**config.mk**
```make
export PLATFORM = sky130hd
export DESIGN_NAME = jt6295_acc_cic
export DESIGN_NICKNAME = d
export VERILOG_FILES = /design/src/rtl/jt6295_acc_cic.sv
export SDC_FILE = /design/constraint.sdc
export NUM_CORES = 1
export LEC_CHECK = 0
export ABC_AREA = 1
export CORE_MARGIN = 1
export CORE_UTILIZATION = 54
export DETAILED_ROUTE_END_ITERATION = 10
export GPL_TIMING_DRIVEN = 0
export HOLD_SLACK_MARGIN = 0.12
export PLACE_DENSITY = 0.75
export RECOVER_POWER = 25
export REMOVE_ABC_BUFFERS = 1
export SLEW_MARGIN = 40
export SYNTH_ARGS = -nofsm -noshare
export SYNTH_HDL_FRONTEND = slang
export SYNTH_SLANG_ARGS = --single-unit
```
**constraint.sdc**
```tcl
create_clock -name clk -period 7.3 [get_ports clk]
set_input_delay 0.73 -clock clk [delete_from_list [all_inputs] [get_ports clk]]
set_output_delay 0.73 -clock clk [all_outputs]
set_load 0.01 [all_outputs]
```
**src/rtl/jt6295_acc_cic.sv**
```systemverilog
// ADPCM channel mixer: sums RATE sub-samples per frame, then CIC-interpolates the mix back to cen_sub rate.
// Build option: define JT6295_ACC_SAT_EN to clamp out-of-range output instead of wrapping it.
module jt6295_acc_cic #(
  parameter int INW   = 12,
  parameter int RATE  = 4,
  parameter int N     = 2,
  parameter int M     = 4,
  parameter int AW    = 14,
  parameter int CALCW = 20,
  parameter int SHIFT = 6,
  parameter int OUTW  = 14
) (
  input  logic                   clk,
  input  logic                   rst,
  input  logic                   cen,
  input  logic                   cen_sub,
  input  logic signed [INW-1:0]  sound_in,
  output logic signed [OUTW-1:0] sound_out,
  output logic                   sample,
  output logic                   ovf
);

  if ((RATE < 2) || (RATE > 16) || ((RATE & (RATE - 1)) != 0)) begin : g_bad_rate
    $error("jt6295_acc_cic: RATE must be a power of 2 in 2..16");
  end
  if (AW < INW + $clog2(RATE)) begin : g_bad_aw
    $error("jt6295_acc_cic: AW too narrow for RATE summed samples");
  end

  logic signed [AW-1:0]    in_ext;
  logic signed [AW-1:0]    acc_q, acc_d;
  logic signed [AW-1:0]    sum_q, sum_d;
  logic signed [CALCW-1:0] dly_q [1:N][0:M-1];
  logic signed [CALCW-1:0] dly_d [1:N][0:M-1];
  logic signed [CALCW-1:0] comb_n;
  logic signed [CALCW-1:0] integ_q [1:N];
  logic signed [CALCW-1:0] integ_d [1:N];
  logic signed [CALCW-1:0] y_full;
  logic [CALCW-OUTW:0]     y_hi;
  logic                    y_ovf;
  logic signed [OUTW-1:0]  y_fit;
  logic signed [OUTW-1:0]  sound_out_q, sound_out_d;
  logic                    sample_q, sample_d;
  logic                    ovf_q, ovf_d;

  assign in_ext = {{(AW-INW){sound_in[INW-1]}}, sound_in};

  always_comb begin
    acc_d = acc_q;
    if (cen_sub) acc_d = cen ? in_ext : acc_q + in_ext;
    // sum_d feeds the combs directly so a new frame total reaches the integrators on this very tick
    sum_d = cen ? acc_q : sum_q;
  end

  always_comb begin
    logic signed [CALCW-1:0] c;
    c     = {{(CALCW-AW){sum_d[AW-1]}}, sum_d};
    dly_d = dly_q;
    for (int k = 1; k <= N; k++) begin
      if (cen) begin
        dly_d[k][0] = c;
        for (int i = 1; i < M; i++) dly_d[k][i] = dly_q[k][i-1];
      end
      c = c - dly_q[k][M-1];
    end
    comb_n = c;
  end

  // Integrators are pipelined: each stage adds the previous stage's registered value.
  always_comb begin
    integ_d = integ_q;
    if (cen_sub) begin
      integ_d[1] = integ_q[1] + (cen ? comb_n : '0);
      for (int k = 2; k <= N; k++) integ_d[k] = integ_q[k] + integ_q[k-1];
    end
  end

  always_comb begin
    y_full = integ_q[N] >>> SHIFT;
    y_hi   = y_full[CALCW-1:OUTW-1];
    y_ovf  = !((&y_hi) || !(|y_hi));
`ifdef JT6295_ACC_SAT_EN
    if (y_ovf) y_fit = y_full[CALCW-1] ? {1'b1, {(OUTW-1){1'b0}}} : {1'b0, {(OUTW-1){1'b1}}};
    else       y_fit = y_full[OUTW-1:0];
`else
    y_fit = y_full[OUTW-1:0];
`endif
    sound_out_d = cen_sub ? y_fit : sound_out_q;
    sample_d    = cen_sub;
    ovf_d       = ovf_q | (cen_sub & y_ovf);
  end

  always_ff @(posedge clk or posedge rst) begin
    if (rst) begin
      acc_q       <= '0;
      sum_q       <= '0;
      sound_out_q <= '0;
      sample_q    <= 1'b0;
      ovf_q       <= 1'b0;
      for (int k = 1; k <= N; k++) begin
        integ_q[k] <= '0;
        for (int i = 0; i < M; i++) dly_q[k][i] <= '0;
      end
    end else begin
      acc_q       <= acc_d;
      sum_q       <= sum_d;
      sound_out_q <= sound_out_d;
      sample_q    <= sample_d;
      ovf_q       <= ovf_d;
      for (int k = 1; k <= N; k++) begin
        integ_q[k] <= integ_d[k];
        for (int i = 0; i < M; i++) dly_q[k][i] <= dly_d[k][i];
      end
    end
  end

  assign sound_out = sound_out_q;
  assign sample    = sample_q;
  assign ovf       = ovf_q;

endmodule
```
# Word level (Yosys, flattened, before mapping)
# Cells that the tools add are included.
# W data, S select, Z words.
[totals]
in_bits = 16
memories = 0
latchBits = 0
output_inout_bits = 16
mem_bits_ro = 0
register_bits = 219
ram_bits = 0
word_cells = 22
[classes]
multipliers = 0
shifts = 0
magnitude_cmp = 0
reduce_logical = 0
n_bitwise = 0
n_div = 0
eq_ne = 0
n_addsub = 5
muxes = 3
[ops]
columns = ["cell", "n"]
rows = [
  ["$add A20 B20 Y20", 2],
  ["$mux W14", 2],
  ["$mux W20", 1],
  ["$sub A20 B20 Y20", 1],
  ["$sub A14 B14 Y15", 1],
  ["$add A14 B12 Y14", 1],
]

# Longest topological paths before layout
[depth]
depth_word = 5
ltp_mapped = 39
mapped_depth_nobuf = 37

# Worst setup path after synthesis
# No wires, ideal clock.
[synth_timing]
path_type = "input to register"
startpoint = "input port cen"
endpoint = "register integ_q[39] (netlist bit)"
path_buffers = 3
path_slack_ns = 2.431
t_arrival_ns = 4.752
setup_time_ns = 0.117
cell_stages = 33
required_ns = 7.183
path_cell_list = "buf_2 -> inv_2 -> buf_2 -> clkbuf_1 -> nand2_1 -> nand2_1 -> ha_1 -> a21o_1 -> o21bai_1 -> o21bai_2 -> nand2_1 -> nand3_1 -> nand2_1 -> inv_1 -> ha_1 -> a21o_1 -> nand2_1 -> a21oi_1 -> a211oi_1 -> nand3_1 -> nand2_1 -> nor2_1 -> ha_1 -> nand2_1 -> inv_1 -> nand2_1 -> nand2_1 -> a21oi_1 -> nand3_2 -> nand3_2 -> nand3_2 -> nand2_1 -> nand2_1"
[synth_between]
elab_chain_cells = 5
[synth_rtl]
columns = ["element", "line_no", "text"]
rows = [
  ["start: declaration", "15", "input logic cen,"],
  ["$mux W14", "52", "sum_d = cen ? acc_q : sum_q;"],
  ["net sum_d[8]", "32", "logic signed [AW-1:0] sum_q, sum_d;"],
  ["$sub A14 B14 Y15", "64", "c = c - dly_q[k][M-1];"],
  ["$sub A20 B20 Y20", "64", ""],
  ["$mux W20", "73", "integ_d[1] = integ_q[1] + (cen ? comb_n : '0);"],
  ["$add A20 B20 Y20", "73", ""],
  ["end signal: indexed assignment", "111", "integ_q[k] <= integ_d[k];"],
  ["end: declaration", "36", "logic signed [CALCW-1:0] integ_q [1:N];"],
]
# The timed path passes the listed nets, and every way through them passes these cells.
# A chain may end at the register's enable or synchronous reset.

# Worst setup path in the final report
# Ends and elaborated chain as after synthesis.

==> tab_implementation.tex <==
\begin{tabular}{lr}
\hline
Metric & Value \\
\hline
\multicolumn{2}{l}{\textbf{Status}} \\
Status & finished, violations left \\
Violated checks & capacitance limit, slew limit \\
\multicolumn{2}{l}{\textbf{Power and ir drop}} \\
IR drop worst, VDD & $\sim$210 µV \\
Design Power & 6.15 mW \\
Share of total power in the clock network & 0.161 \\
Cell leakage power & 6.68 nW \\
Relative contribution of combinational cells to total power & 0.571 \\
Pwr Density & 470 nW/µm² \\
P\_sw & 2.91 mW \\
Switching part of the total & 0.474 \\
Part of the total power dissipated in sequential elements & 0.269 \\
Internal power summed over all cells & between 3 and 4 mW \\
\multicolumn{2}{l}{\textbf{Detailed routing}} \\
Total wirelength of the detailed-routed design & roughly 25,000 µm \\
WL met2 & 13,000 µm \\
M1 WL & 11,200 µm \\
Count of routing violations after the opening detailed-route iteration & about 500 \\
Post-DRT Antenna Nets & 0 \\
Length of routed met3 wiring & 625 µm \\
Total iterations of the first detailed-routing run & 5 \\
DRC errors left & 0 \\
Average wire per cell in the routed design & 13.7 µm \\
Top layer in use & met4 \\
Routed via count & $\sim$10,000 \\
Mean number of vias per cell & 5.35 \\
\multicolumn{2}{l}{\textbf{Clocking}} \\
Number of buffers added for setup after CTS & 0 \\
Deepest clock path buffer count & 2 \\
Clock tree sinks & approximately 200 \\
Clock-pin slew of the registers on the worst-case setup and hold paths & roughly 0.08 ns \\
Clock buffer count from CTS & 17 \\
Clock tree from TritonCTS & yes \\
Htree depth & 4 \\
Hold\_buf cts & 0 \\
Clock insertion delay at the later pin of the skew report & 0.45 ns \\
Root Driver & clkbuf\_16 \\
Number of gates resized after CTS & 0 \\
\multicolumn{2}{l}{\textbf{Worst setup path}} \\
Worst path most repeated cell & nand2\_1 \\
CP bufs+invs & 8 \\
Startpoint of the worst setup timing path & cen \\
Startpoint kind of the worst setup timing path & input pin \\
Cell count along the critical path & 36 \\
Depth of the most critical reg-to-reg path & 29 \\
Critical path endpoint category & flip-flop \\
Critical Path Fanout Max & approximately 100 \\
Data arrival at the endpoint of the critical path & 6.02 ns \\
Startpoint of the most critical register-to-register path & acc\_q[0]\$\_DFFE\_PP0P\_ \\
Library cell contributing the largest single delay on the critical path & ha\_1 \\
End of the critical path & integ\_q[39]\$\_DFFE\_PP0P\_ \\
Data required time at the worst endpoint & 7.63 ns \\
Minimum setup slack among reg-to-reg paths & 2.37 ns \\
Reg-to-Reg End & integ\_q[39]\$\_DFFE\_PP0P\_ \\
Startpoint-to-endpoint class of the critical path & input pin to flip-flop \\
Slowest Stage Delay on Critical Path & around 0.38 ns \\
Worst path top cell family by delay & simple AND/OR/NAND/NOR gates \\
\multicolumn{2}{l}{\textbf{Synth}} \\
Share of the yosys chip area belonging to registers & 0.420 \\
Area share of the largest cell type after synthesis & 0.420 \\
Post-Synthesis Cells & 1,571 \\
Cell type contributing the most total cell area after synthesis & dfrtp\_1 \\
Mean cell area of the mapped netlist & 7.54 µm² \\
\#FFs+latches synth & 199 \\
Most instantiated flip-flop cell in the synthesis netlist & dfrtp\_1 \\
Number of enable-type register cells in the synthesized netlist & 0 \\
Cell with the most instances after synthesis & nand2\_1 \\
Combined area of all synthesized cells & 11,800 µm² \\
Async set-reset flop share out of synthesis & 1.00 \\
Biggest area contributors in the synthesized netlist & dfrtp\_1 42\%, nand2\_1 16\%, ha\_1 8.5\% \\
Syn. warnings & 0 \\
Ranking of synthesized cells by instance count & 508 x nand2\_1, 199 x dfrtp\_1, 175 x inv\_1 \\
Count of cell types in the netlist & 46 \\
\multicolumn{2}{l}{\textbf{Timing}} \\
Fin Clk Skew & 0.0151 ns \\
Relative slew slack & -0.348 \\
Hold WS & 0.471 ns \\
Final Critical Period & 5.69 ns \\
Final Hold Violating Endpoints & 0 \\
Share of the clock period used by the worst path after layout & 0.780 \\
Tightest Pin Transition & 2.01 ns \\
Final setup violating endpoints & 0 \\
Count of final max-slew check failures & 42 \\
Unrepaired setup endpoints after global routing & no \\
FMAX & 0.176 GHz \\
\multicolumn{2}{l}{\textbf{Floorplanning}} \\
Die ar. & 22,500 µm² \\
Row cnt & 53 \\
Die height & about 150 µm \\
Area of the core & $\sim$21,000 µm² \\
Initial Utilization & 0.556 \\
Chip width & 150 µm \\
Ports placed on the boundary & 32 \\
\multicolumn{2}{l}{\textbf{Finish}} \\
N\_diodes & 0 \\
Total of fill cells in the finished design & roughly 1,900 \\
Fraction of final layout cells sized beyond drive strength 1 & 0.0515 \\
Synthesis-to-layout area growth & 10.4\% \\
Final core area utilization & 0.614 \\
Layout net count & 1,679 \\
Final cell count without fillers & 1,866 \\
\multicolumn{2}{l}{\textbf{Global route}} \\
Global-route total usage across every layer & 0.246 \\
Largest net degree at the start of global routing & about 110 \\
Initial antenna violation count & 0 \\
First-pass GRT wire length & between 40,000 and 50,000 µm \\
Via count of the first global-routing pass & approximately 9,700 \\
Total gr overflow & 0 \\
\multicolumn{2}{l}{\textbf{Placement}} \\
Dpl cells & 1,834 \\
HPWL Detailed & around 18,000 µm \\
GPL Wtd Cong & 0.939 \\
Count of input and output buffers & 30 \\
\multicolumn{2}{l}{\textbf{Worst hold path}} \\
Worst Hold Path Cells & 2 \\
Type of the tightest min-delay check & flip-flop to flip-flop \\
\multicolumn{2}{l}{\textbf{Run}} \\
Number of max-cap violations & 1 \\
\hline
\end{tabular}
worst min-delay path by stage:
| stage | to | startpoint |
|---|---|---|
| after CTS | dly_q[124]$_DFFE_PP0P_ | dly_q[144]$_DFFE_PP0P_ |
| after global placement | sound_out[1]$_DFFE_PP0P_ | sound_out[1]$_DFFE_PP0P_ |
| after global routing | dly_q[124]$_DFFE_PP0P_ | dly_q[144]$_DFFE_PP0P_ |
| final | sound_out[7]$_DFFE_PP0P_ | sound_out[7]$_DFFE_PP0P_ |
| after detailed placement | sound_out[7]$_DFFE_PP0P_ | sound_out[7]$_DFFE_PP0P_ |
| after floorplan | sum_q[0]$_DFF_PP0_ | sum_q[0]$_DFF_PP0_ |
through the flow:
| stage | area [µm²] | TNS (ns) | worst slack, ns |
|---|---|---|---|
| 2_1_floorplan | 11700 | 0 | 1.14 |
| 3_3_place_gp | 12300 | -476.48 | -5.30 |
| 3_5_place_dp | 12500 | 0 | 1.29 |
| 4_1_cts | 13100 | 0 | 1.72 |
| 5_1_grt | 13100 | 0 | 1.18 |
| 6_report | 13100 | 0 | 1.61 |
power groups by stage:
stage	sequential [mW]	clock (mW)	combinational (mW)
final	1.65	0.988	3.51
after global routing	1.69	1.05	4.03
after detailed placement	1.67	0	3.47
after global placement	1.66	0	3.39
after floorplan	1.62	0	2.70
after CTS	1.65	1.00	3.51
state kept, by name, summed over array words and instances, names as in the netlist:
signal	count
sum_q	14
acc_q	14
integ_q	40
sound_out	14
dly_q	116
sample	1
per-layer routing:
layer,GRT usage,vias to the layer above
met5,0,-
met4,0.0889,0
met3,0.0415,55
met2,0.445,168
met1,0.294,4650
li1,-,5101
area by class of cell:
class / instances / area [µm²] / area share
clock inverters: 14 / 193 / 0.0147
clock buffers: 18 / 439 / 0.0336
well taps: 275 / 344 / 0.0263
flip-flops and latches: 199 / 4980 / 0.381
multi-input cells: 1144 / 5990 / 0.459
inverters: 181 / 693 / 0.0530
repair buffers: 35 / 429 / 0.0328
cells in the final DEF, fill, tap and decap left out, types with 4 or more instances in the layout:
master,n
a31oi_1,8
clkdlybuf4s50_1,27
a21o_1,5
xor2_1,16
fa_1,5
inv_1,173
nor3_1,9
o21ai_0,163
inv_6,5
ha_1,80
xnor2_1,8
nand2_2,8
nor2_2,4
nand3_1,67
inv_2,5
o21bai_1,6
nand4_1,17
clkinv_8,7
nand2_1,508
or2_1,4
buf_16,4
nor2_1,92
dfrtp_1,199
nand3_2,4
o21a_1,4
nand3b_1,11
clkbuf_16,17
o21ai_2,6
o21ai_1,10
a21oi_1,82
cell families after synthesis:
family / synth area share
other: 0.000317
buffers and inverters: 0.0735
AO/OA/AOI/OAI: 0.141
AND/OR/NAND/NOR: 0.254
adder cells (fa/ha/maj): 0.0930
XOR/XNOR: 0.0177
flip-flops: 0.420
worst min-delay path, cell delays in order, from the launching register on:
cell,delay [ns]
dfrtp_1,0.35
nand2_1,0.05
nand2_1,0.04
Note: power is estimated with default switching activity, not from simulation.
